### src/rtl/full_adder_1bit.sv
// One-bit full adder built from gate primitives; the leaf cell of the ripple chain.
module full_adder_1bit (
   input  logic a,
   input  logic b,
   input  logic cin,
   output logic s,
   output logic co
);

   logic abXor;
   logic abAnd;
   logic propAnd;

   // The propagate term a^b feeds both the sum and the carry path.
   xor gXorAb   (abXor, a, b);
   xor gXorSum  (s, abXor, cin);
   and gAndGen  (abAnd, a, b);
   and gAndProp (propAnd, cin, abXor);
   or  gOrCarry (co, abAnd, propAnd);

endmodule

### src/rtl/four_bit_full_adder.sv
// 4-bit ripple-carry adder with a live combinational result and a registered copy
// (sum, carry, signed overflow, valid) for pipelined consumers.
module four_bit_full_adder (
   input  logic       clk,
   input  logic       rst_n,
   input  logic [3:0] a,
   input  logic [3:0] b,
   input  logic       cin,
   input  logic       in_valid,
   output logic [3:0] sum,
   output logic       cout,
   output logic [3:0] sum_q,
   output logic       cout_q,
   output logic       ovf_q,
   output logic       valid_q
);

   logic [4:0] carry;
   logic [3:0] sum_d;
   logic       cout_d;
   logic       ovf_d;

   assign carry[0] = cin;

   // carry[i] is the carry into bit i; carry[4] leaves the MSB.
   for (genvar i = 0; i < 4; i++) begin : gRipple
      full_adder_1bit uFa (
         .a   (a[i]),
         .b   (b[i]),
         .cin (carry[i]),
         .s   (sum[i]),
         .co  (carry[i+1])
      );
   end

   assign cout   = carry[4];
   assign sum_d  = sum;
   assign cout_d = carry[4];
   assign ovf_d  = carry[3] ^ carry[4];

   // Result registers only load on qualified inputs; valid tracks every cycle.
   always_ff @(posedge clk or negedge rst_n) begin
      if (!rst_n) begin
         sum_q   <= 4'd0;
         cout_q  <= 1'b0;
         ovf_q   <= 1'b0;
         valid_q <= 1'b0;
      end else begin
         valid_q <= in_valid;
         if (in_valid) begin
            sum_q  <= sum_d;
            cout_q <= cout_d;
            ovf_q  <= ovf_d;
         end
      end
   end

endmodule

### config.mk
export PLATFORM = sky130hd
export DESIGN_NAME = four_bit_full_adder
export DESIGN_NICKNAME = d
export VERILOG_FILES = /design/src/rtl/full_adder_1bit.sv /design/src/rtl/four_bit_full_adder.sv
export SDC_FILE = /design/constraint.sdc
export NUM_CORES = 1
export LEC_CHECK = 0
export CAP_MARGIN = 20
export CORE_AREA = 5 5 42 44
export DETAILED_ROUTE_END_ITERATION = 10
export DIE_AREA = 0 0 47 49
export HOLD_SLACK_MARGIN = 0.03
export PLACE_DENSITY = 0.71
export SLEW_MARGIN = 20
export SYNTH_ARGS = -nofsm -noshare
export SYNTH_HDL_FRONTEND = slang
export SYNTH_SLANG_ARGS = --single-unit
export TNS_END_PERCENT = 1
### constraint.sdc
create_clock -name clk -period 4.85 [get_ports clk]
set_clock_uncertainty 0.15 [all_clocks]
set_input_delay 1.455 -clock clk [delete_from_list [all_inputs] [get_ports clk]]
set_output_delay 1.455 -clock clk [all_outputs]
set_load 0.1 [all_outputs]
==> flow_summary.toml, run 1 <==
[clock_network]
clk_latency_ns = 0.25
path_clk_slew_ns = 0.05
cts_buffer_depth = 2
cts_tree = "built"
htree_levels = 1
cts_sinks = 7
cts_hold_buf = 0
numCtsBuffers = 3
cts_root_buf = "clkbuf_4"

[power]
seq_power_share_pct = 20.7
vdd_drop_max_mv = 0.243
power_frac_clock_pct = 14.9
p_int_uw = 173
pwr-share-comb_pct = 64.4
p_sw_uw = 187
power_density_nw_per_um2 = 494
leakagePower_nw = 0.342
swShare_pct = 51.9

[sta]
post-route-period-util_pct = 101
finalCriticalPeriod_ns = 4.90
setup_tns_ns = -0.0516
slew_violations = 0
worst_pin_slew_ns = 0.971
whs_ns = 0.354
setup_ws_ns = -0.0516
max_freq_mhz = 204
finalHoldViolations = 0
setup_violations = 1
slew-limit-headroom_pct = 35.1
rsz0062_at_grt = "yes"

[synthesis]
synth_nets = 51
synth_adder_area_share_pct = 19.6
synth_top_family_by_area = "adder cells"
muxShareOfSynthArea_pct = 11.9
yosys_warnings = 0
synth-compound-area-share_pct = 2.45
synth_xor_area_share_pct = 2.14
synth-seq-cells = 7
synthesis.area_sq_um = 409
yosys.area_share.simple_pct = 1.83
syn_area_per_cell_sq_um = 11.7
synth_cell_type_count = 10
syn_inst = 35
yosysSeqAreaShare_pct = 42.8

[detailed_routing]
vias = 306
ant_nets = 0
drcViolationCount = 0
drt_iter0_markers = 1
finalWirelength_microns = 900
vias_per_cell = 3.97
drt-pass1-iter-count = 2
wl_per_cell_microns = 11.7

[place]
dp_hpwl_microns = 760
dpl_cell_area_sq_um = 694
gp_congestion = 0.719
dp.cells = 72
portBuffers = 23

[die]
initial_core_util_pct = 29.2
num_rows = 14
die_x_microns = 47
die_area_sq_um = 2300
boundaryPins = 24
die_h_microns = 49
fp.coreArea_sq_um = 1400

[status]
status = "complete, but fails checks"
violations = "setup timing"

[grt]
grt_max_degree = 10
gr-usage-met3_pct = 7.01
met1_usage_pct = 11.4
grt_pass1_vias = 324
busiest_layer = "met2"
grt.overflow.total = 0
grt_usage_pct = 9.84
grt_pass1_wl_mm = 1.53
antenna_found_initial = 0
met2_usage_pct = 14.3

[setup_path]
worstSetupPathType = "primary input to primary output"
path_cells = "buf_6, fa_2, inv_2, fa_2, inv_2, fa_2, inv_2, fa_1, inv_2, buf_12"
start_kind = "primary input"
cpPeakStageDelay_ns = 0.43
crit_fanout = 2
crit_top_cell = "inv_2"
crit_required_ns = 3.24
crit_path_end_kind = "primary output"
cp.arrival_ns = 3.30
critPathSlowestCell = "fa_1"

[cells_and_area]
n_fill_cell = 137
finalNetCount = 78
final_cells = 77
fin_area_sq_um = 728
antenna_cells = 0
syn2layout_area_growth_pct = 78.0
drive_gt1_share_pct = 47.5
final_util_pct = 52.0

[flow_run]
maxCapViolCount = 0

[worst_hold_path]
hp-class = "register to register"
## placed cells by master, fill, tap and decap left out
| master | n |
|---|---|
| a21oi_1 | 2 |
| buf_12 | 5 |
| buf_2 | 2 |
| buf_4 | 4 |
| buf_6 | 1 |
| clkbuf_1 | 1 |
| clkbuf_4 | 3 |
| clkdlybuf4s50_1 | 13 |
| clkinvlp_4 | 1 |
| dfrtp_1 | 7 |
| dlygate4sd2_1 | 1 |
| dlymetal6s2s_1 | 1 |
| fa_1 | 1 |
| fa_2 | 3 |
| inv_1 | 3 |
| inv_2 | 6 |
| mux2_2 | 3 |
| mux2_4 | 1 |
| nor2_1 | 2 |
| xnor2_1 | 1 |
## layer usage
layer / part of all wire [%] / wire, microns
met2: 55 / 492
met1: 35 / 317
met5: 0 / 0
met4: 0 / 0
met3: 10 / 90
## Yosys cell counts
cell type | n | area, sq um
dfrtp_1 | 7 | 175
buf_6 | 1 | 11.3
xnor2_1 | 1 | 8.76
a21oi_1 | 2 | 10.0
mux2_2 | 3 | 33.8
nor2_1 | 2 | 7.51
mux2_4 | 1 | 15.0
inv_1 | 10 | 37.5
buf_4 | 4 | 30.0
fa_1 | 4 | 80.1
## power groups by stage
stage	combinational (mW)	clock (mW)	sequential [mW]
after floorplan	0.0906	0	0.153
after global placement	0.227	0	0.0748
after detailed placement	0.229	0	0.0751
after CTS	0.231	0.0577	0.0744
after global routing	0.240	0.0641	0.0759
final	0.231	0.0537	0.0744
## registers in the layout (all words and copies together) (netlist names)
signal	cells
cout_q	1
sum_q	4
ovf_q	1
valid_q	1
## metrics by stage
stage | power [mW] | setup WS, ns
2_1_floorplan | 0.243 | -0.0174
3_3_place_gp | 0.302 | -0.523
3_5_place_dp | 0.304 | -0.569
4_1_cts | 0.363 | -0.123
5_1_grt | 0.380 | -0.136
6_report | 0.360 | -0.0516
## logic make-up (layout without fill, tap and decap cells)
logic type      Yosys count  count (layout)
buf+inv                  15              41
simple gates              2               2
mux                       4               4
fa+ha+maj                 4               4
xor+xnor                  1               1
compound gates            2               2
flops                     7               7
## final timing paths
path / start / endpoint / slack (ns) / cells after the start
setup / recovery: a[0] / sum[3] / -0.05 / 10
setup reg to reg: ovf_q / ovf_q / 3.94 / 1
max in group asynchronous: rst_n / ovf_q / 3.00 / 1
hold reg to reg: sum_q[2] / sum_q[2] / 0.35 / 1
min in group asynchronous: rst_n / sum_q[0] / 1.31 / 1
hold / removal: sum_q[2] / sum_q[2] / 0.35 / 1
## worst max-delay path, delay by kind of cell
family	cells	cell delay, ns
fa+ha+maj	4	1.33
buf+inv	6	0.52
## timing repair
item	in CTS	in global routing
setup endpoints to repair	3	2
pin swaps	4	3
resized for setup	22	2
buffers inserted	0	1
## cell type report
class,count,area (sq um),area share (%)
repair buffers,27,303,41.6
flip-flops and latches,7,175,24.1
well taps,16,20.0,2.75
inverters,10,41.3,5.67
clock buffers,4,26.3,3.61
multi-input cells,13,163,22.3
Power figures use the tool's default switching activity.
==> run 2: changes to the inputs <==
CTS_BUF_LIST = sky130_fd_sc_hd__clkbuf_2   (was unset)
REMOVE_ABC_BUFFERS = 1   (was unset)
==> run 2 against run 1 <==
Net effect: the run still ends with setup timing left; register-to-register slack about the same; worst hold slack improved by 0.012 ns; via count shrank 1.6%; die area unchanged; fmax is 0.10% higher; critical path depth did not move; sequential cell count unchanged; total power fell by 4.2%; wire length decreased by 7.9%; clock power decreased by 20%; critical path type unchanged; critical endpoint unchanged.
==> flow_summary.toml, run 2 (synthesis results as in run 1) <==
[clock_network]
cts_buffer_depth = 2
clk_latency_ns = 0.22
cts_tree = "built"
htree_levels = 1
cts_hold_buf = 0
cts_root_buf = "clkbuf_2"
path_clk_slew_ns = 0.07
cts_sinks = 7
numCtsBuffers = 3

[die]
die_x_microns = 47
boundaryPins = 24
num_rows = 14
die_h_microns = 49
initial_core_util_pct = 29.2
fp.coreArea_sq_um = 1400
die_area_sq_um = 2300

[setup_path]
crit_fanout = 2
start_kind = "primary input"
cp.arrival_ns = 3.29
critPathSlowestCell = "fa_2"
worstSetupPathType = "primary input to primary output"
path_cells = "buf_6, fa_2, inv_2, fa_2, inv_2, fa_2, inv_2, fa_2, inv_2, buf_12"
crit_path_end_kind = "primary output"
crit_required_ns = 3.24
cpPeakStageDelay_ns = 0.44

[sta]
worst_pin_slew_ns = 0.980
slew_violations = 0
post-route-period-util_pct = 101
slew-limit-headroom_pct = 34.4
setup_violations = 1
setup_ws_ns = -0.0466
max_freq_mhz = 204
finalHoldViolations = 0
rsz0062_at_grt = "yes"
finalCriticalPeriod_ns = 4.90
whs_ns = 0.366

[cells_and_area]
finalNetCount = 76
layout_commonest_cell = "clkdlybuf4s50_1"
top_register = "sum_q"
final_cell_mix = "clkdlybuf4s50_1, inv_2, dfrtp_1, buf_12"
antenna_cells = 0
syn2layout_area_growth_pct = 74.0
final_util_pct = 50.8
largest_reg_flops = 4
drive_gt1_share_pct = 49.2
n_fill_cell = 131

[detailed_routing]
ant_nets = 0
vias_per_cell = 4.01
vias = 301
drt-pass1-iter-count = 1
drt_iter0_markers = 0
wl_per_cell_microns = 11.1
finalWirelength_microns = 829
drcViolationCount = 0

[worst_hold_path]
hp-class = "register to register"

[power]
leakagePower_nw = 0.340
vdd_drop_max_mv = 0.164
power_density_nw_per_um2 = 484
total_power_uw = 345

[grt]
antenna_found_initial = 0
grt.overflow.total = 0
grt_pass1_wl_mm = 1.33
grt_max_degree = 10
grt_usage_pct = 8.49
grt_pass1_vias = 315

[place]
dp_slack_ns = -0.561
dp_hpwl_microns = 724
portBuffers = 23
gp_congestion = 0.607

[status]
violations = "setup timing"
status = "complete, but fails checks"

[flow_run]
maxCapViolCount = 0
[run 2: what timing repair did]
item / in CTS / in global routing
gates resized for setup: 24 / 3
buffers inserted: 0 / 0
setup endpoints to repair: 3 / 2
pin swaps: 4 / 4
[run 2: where the power goes]
part | switching (mW) | leakage, nW | total, mW | internal (mW)
logic | 0.158 | 0.242 | 0.227 | 0.0692
clock network | 0.0208 | 0.0166 | 0.0427 | 0.0219
registers | 0.00558 | 0.0807 | 0.0744 | 0.0688
[run 2: final cells by class]
type                            count  area (sq um)  area share [%]
Timing Repair Buffer               25           294            41.3
Sequential cell                     7           175            24.6
Multi-Input combinational cell     13           165            23.2
Inverter                           10          37.5            5.27
Clock buffer                        4          20.0            2.81
Tap cell                           16          20.0            2.81
[run 2: through the flow]
step | std cells | instance area, sq um | TNS (ns)
global route | 75 | 712 | -0.109
finish | 75 | 712 | -0.0466
floorplan | 30 | 368 | -0.410
global placement | 71 | 683 | -0.850
detailed placement | 71 | 683 | -0.938
CTS | 75 | 703 | -0.119
[run 2: layer usage]
layer	vias to the layer above	GRT usage, %	share of wire (%)
li1	146	-	-
met1	141	9.84	34
met2	14	12.4	54
met3	0	3.32	12
met4	0	5.53	0
met5	-	0	0
[run 2: worst paths after layout]
check,end,startpoint,cells past startpoint,slack (ns)
setup / recovery,sum[3],b[0],10,-0.05
hold / removal,sum_q[2],sum_q[2],1,0.37
setup reg to reg,ovf_q,ovf_q,1,3.93
hold reg to reg,sum_q[2],sum_q[2],1,0.37
max in group asynchronous,valid_q,rst_n,1,2.98
min in group asynchronous,sum_q[0],rst_n,1,1.33
[run 2: critical path: cells and delay by family]
kind	cells	cell delay, ns
adder cells (fa/ha/maj)	4	1.33
buffers and inverters	6	0.50
==> run 3: changes to the inputs <==
SLEW_MARGIN = 40   (was 20)
==> run 3 against run 2 <==
Net effect: critical path type unchanged; clock-buffer cell count unchanged; wire length increased by 0.72%; total power decreased by 3.0%; core utilization decreased by 2.5 points; the run still ends with setup timing left; worst hold slack got worse by 0.0022 ns; largest power group unchanged; sequential share of layout area increased by 1.3 points; register-to-register slack about the same; critical endpoint unchanged; highest routed layer unchanged; clock power increased by 1%; first-iteration DRC count increased by 1.
==> flow_summary.toml, run 3 (synthesis results as in run 1) <==
[power]
power_density_nw_per_um2 = 494
vdd_drop_max_mv = 0.184
total_power_uw = 334
leakagePower_nw = 0.339

[detailed_routing]
vias = 296
wl_per_cell_microns = 11.1
ant_nets = 0
vias_per_cell = 3.95
routed-wl-met3_microns = 103
drcViolationCount = 0
drt_iter0_markers = 1
finalWirelength_microns = 835
highest-signal-layer = "met3"
met1Wirelength_microns = 279
route.met2.wl_microns = 452
drt-pass1-iter-count = 2

[cells_and_area]
n_fill_cell = 141
layout_commonest_cell = "buf_2"
final_cell_mix = "buf_2, inv_2, dfrtp_1, clkdlybuf4s50_1, buf_12"
antenna_cells = 0
drive_gt1_share_pct = 61.0
syn2layout_area_growth_pct = 65.4
largest_reg_flops = 4
top_register = "sum_q"
finalNetCount = 76

[grt]
grt_pass1_vias = 312
grt_max_degree = 10
grt_pass1_wl_mm = 1.34
grt.overflow.total = 0
antenna_found_initial = 0
grt_usage_pct = 8.70

[flow_run]
maxCapViolCount = 0

[worst_hold_path]
hold_depth = 1
hp-start = "sum_q[2]"
hp-class = "register to register"

[setup_path]
worstSetupPathType = "primary input to primary output"
crit_start = "b[0]"
crit_fanout = 2
path_cells = "buf_6, fa_2, inv_2, fa_2, inv_2, fa_2, inv_2, fa_2, inv_2, buf_12"
cpPeakStageDelay_ns = 0.44
crit_path_end_kind = "primary output"
start_kind = "primary input"
cp.arrival_ns = 3.30
crit_required_ns = 3.24
reg2reg_depth = 1
r2r-start = "ovf_q"
critPathSlowestCell = "fa_2"

[sta]
max_freq_mhz = 204
rsz0062_at_grt = "yes"
slew_violations = 0
finalCriticalPeriod_ns = 4.90
worst_pin_slew_ns = 0.489
post-route-period-util_pct = 101
setup_violations = 1
finalHoldViolations = 0
slew-limit-headroom_pct = 67.6
setup_ws_ns = -0.0533

[die]
initial_core_util_pct = 29.2
fp.coreArea_sq_um = 1400
die_x_microns = 47
num_rows = 14
die_area_sq_um = 2300
boundaryPins = 24
die_h_microns = 49

[clock_network]
cts_buffer_depth = 2
post_cts_buffers = 0
cts_tree = "built"
htree_levels = 1
cts_hold_buf = 0
cts_sinks = 7
clk_latency_ns = 0.23
cts_root_buf = "clkbuf_2"
path_clk_slew_ns = 0.07
numCtsBuffers = 3

[place]
dp_hpwl_microns = 727
gp_congestion = 0.607
portBuffers = 23
dp_slack_ns = -0.565

[status]
violations = "setup timing"
status = "complete, but fails checks"
-- run 3: cell types whose count changed in the layout (fill, tap and decap cells not counted) --
cell,previous run,this run
clkdlybuf4s50_1,13,6
buf_2,1,8
-- run 3: layer usage --
layer / global-route usage (%) / up-vias
li1: - / 145
met1: 9.59 / 137
met2: 12.4 / 14
met3: 3.69 / 0
met4: 6.91 / 0
met5: 0 / -
-- run 3: power by group --
part	switching, mW	total, mW	leakage [nW]	internal [mW]
Sequential	0.00512	0.0739	0.0807	0.0688
Combinational	0.158	0.217	0.242	0.0591
Clock	0.0212	0.0432	0.0166	0.0219
Total	0.184	0.334	0.339	0.150
-- run 3: critical path: cells and delay by family --
kind,cells,cell delay (ns)
buf+inv,6,0.51
fa+ha+maj,4,1.34
-- run 3: cell type report --
class	count	area, sq um	area share [%]
Inverter	10	37.5	5.55
Clock buffer	4	20.0	2.96
Timing Repair Buffer	25	259	38.3
Sequential cell	7	175	25.9
Tap cell	16	20.0	2.96
Multi-Input combinational cell	13	165	24.4
-- run 3: per-stage QoR --
stage | hold slack, ns | TNS, ns | utilization (%) | instance area (sq um) | cells
CTS | 0.365 | -0.121 | 47.7 | 668 | 75
detailed placement | 0.348 | -0.965 | 46.3 | 648 | 71
finish | 0.364 | -0.0533 | 48.3 | 677 | 75
global placement | 0.341 | -0.850 | 48.8 | 683 | 71
floorplan | 0.848 | -0.410 | - | 368 | 30
global route | 0.378 | -0.110 | 48.3 | 677 | 75
-- run 3: repair_timing --
action                     4_1_cts  5_1_grt
gates resized for setup         24        3
pin swaps                        4        4
setup endpoints to repair        3        2
-- run 3: final timing paths --
kind,to,slack (ns)
hold / removal,sum_q[2],0.36
min in group asynchronous,sum_q[1],1.33
setup / recovery,sum[3],-0.05
hold reg to reg,sum_q[2],0.36
max in group asynchronous,sum_q[3],3.00
setup reg to reg,ovf_q,3.94
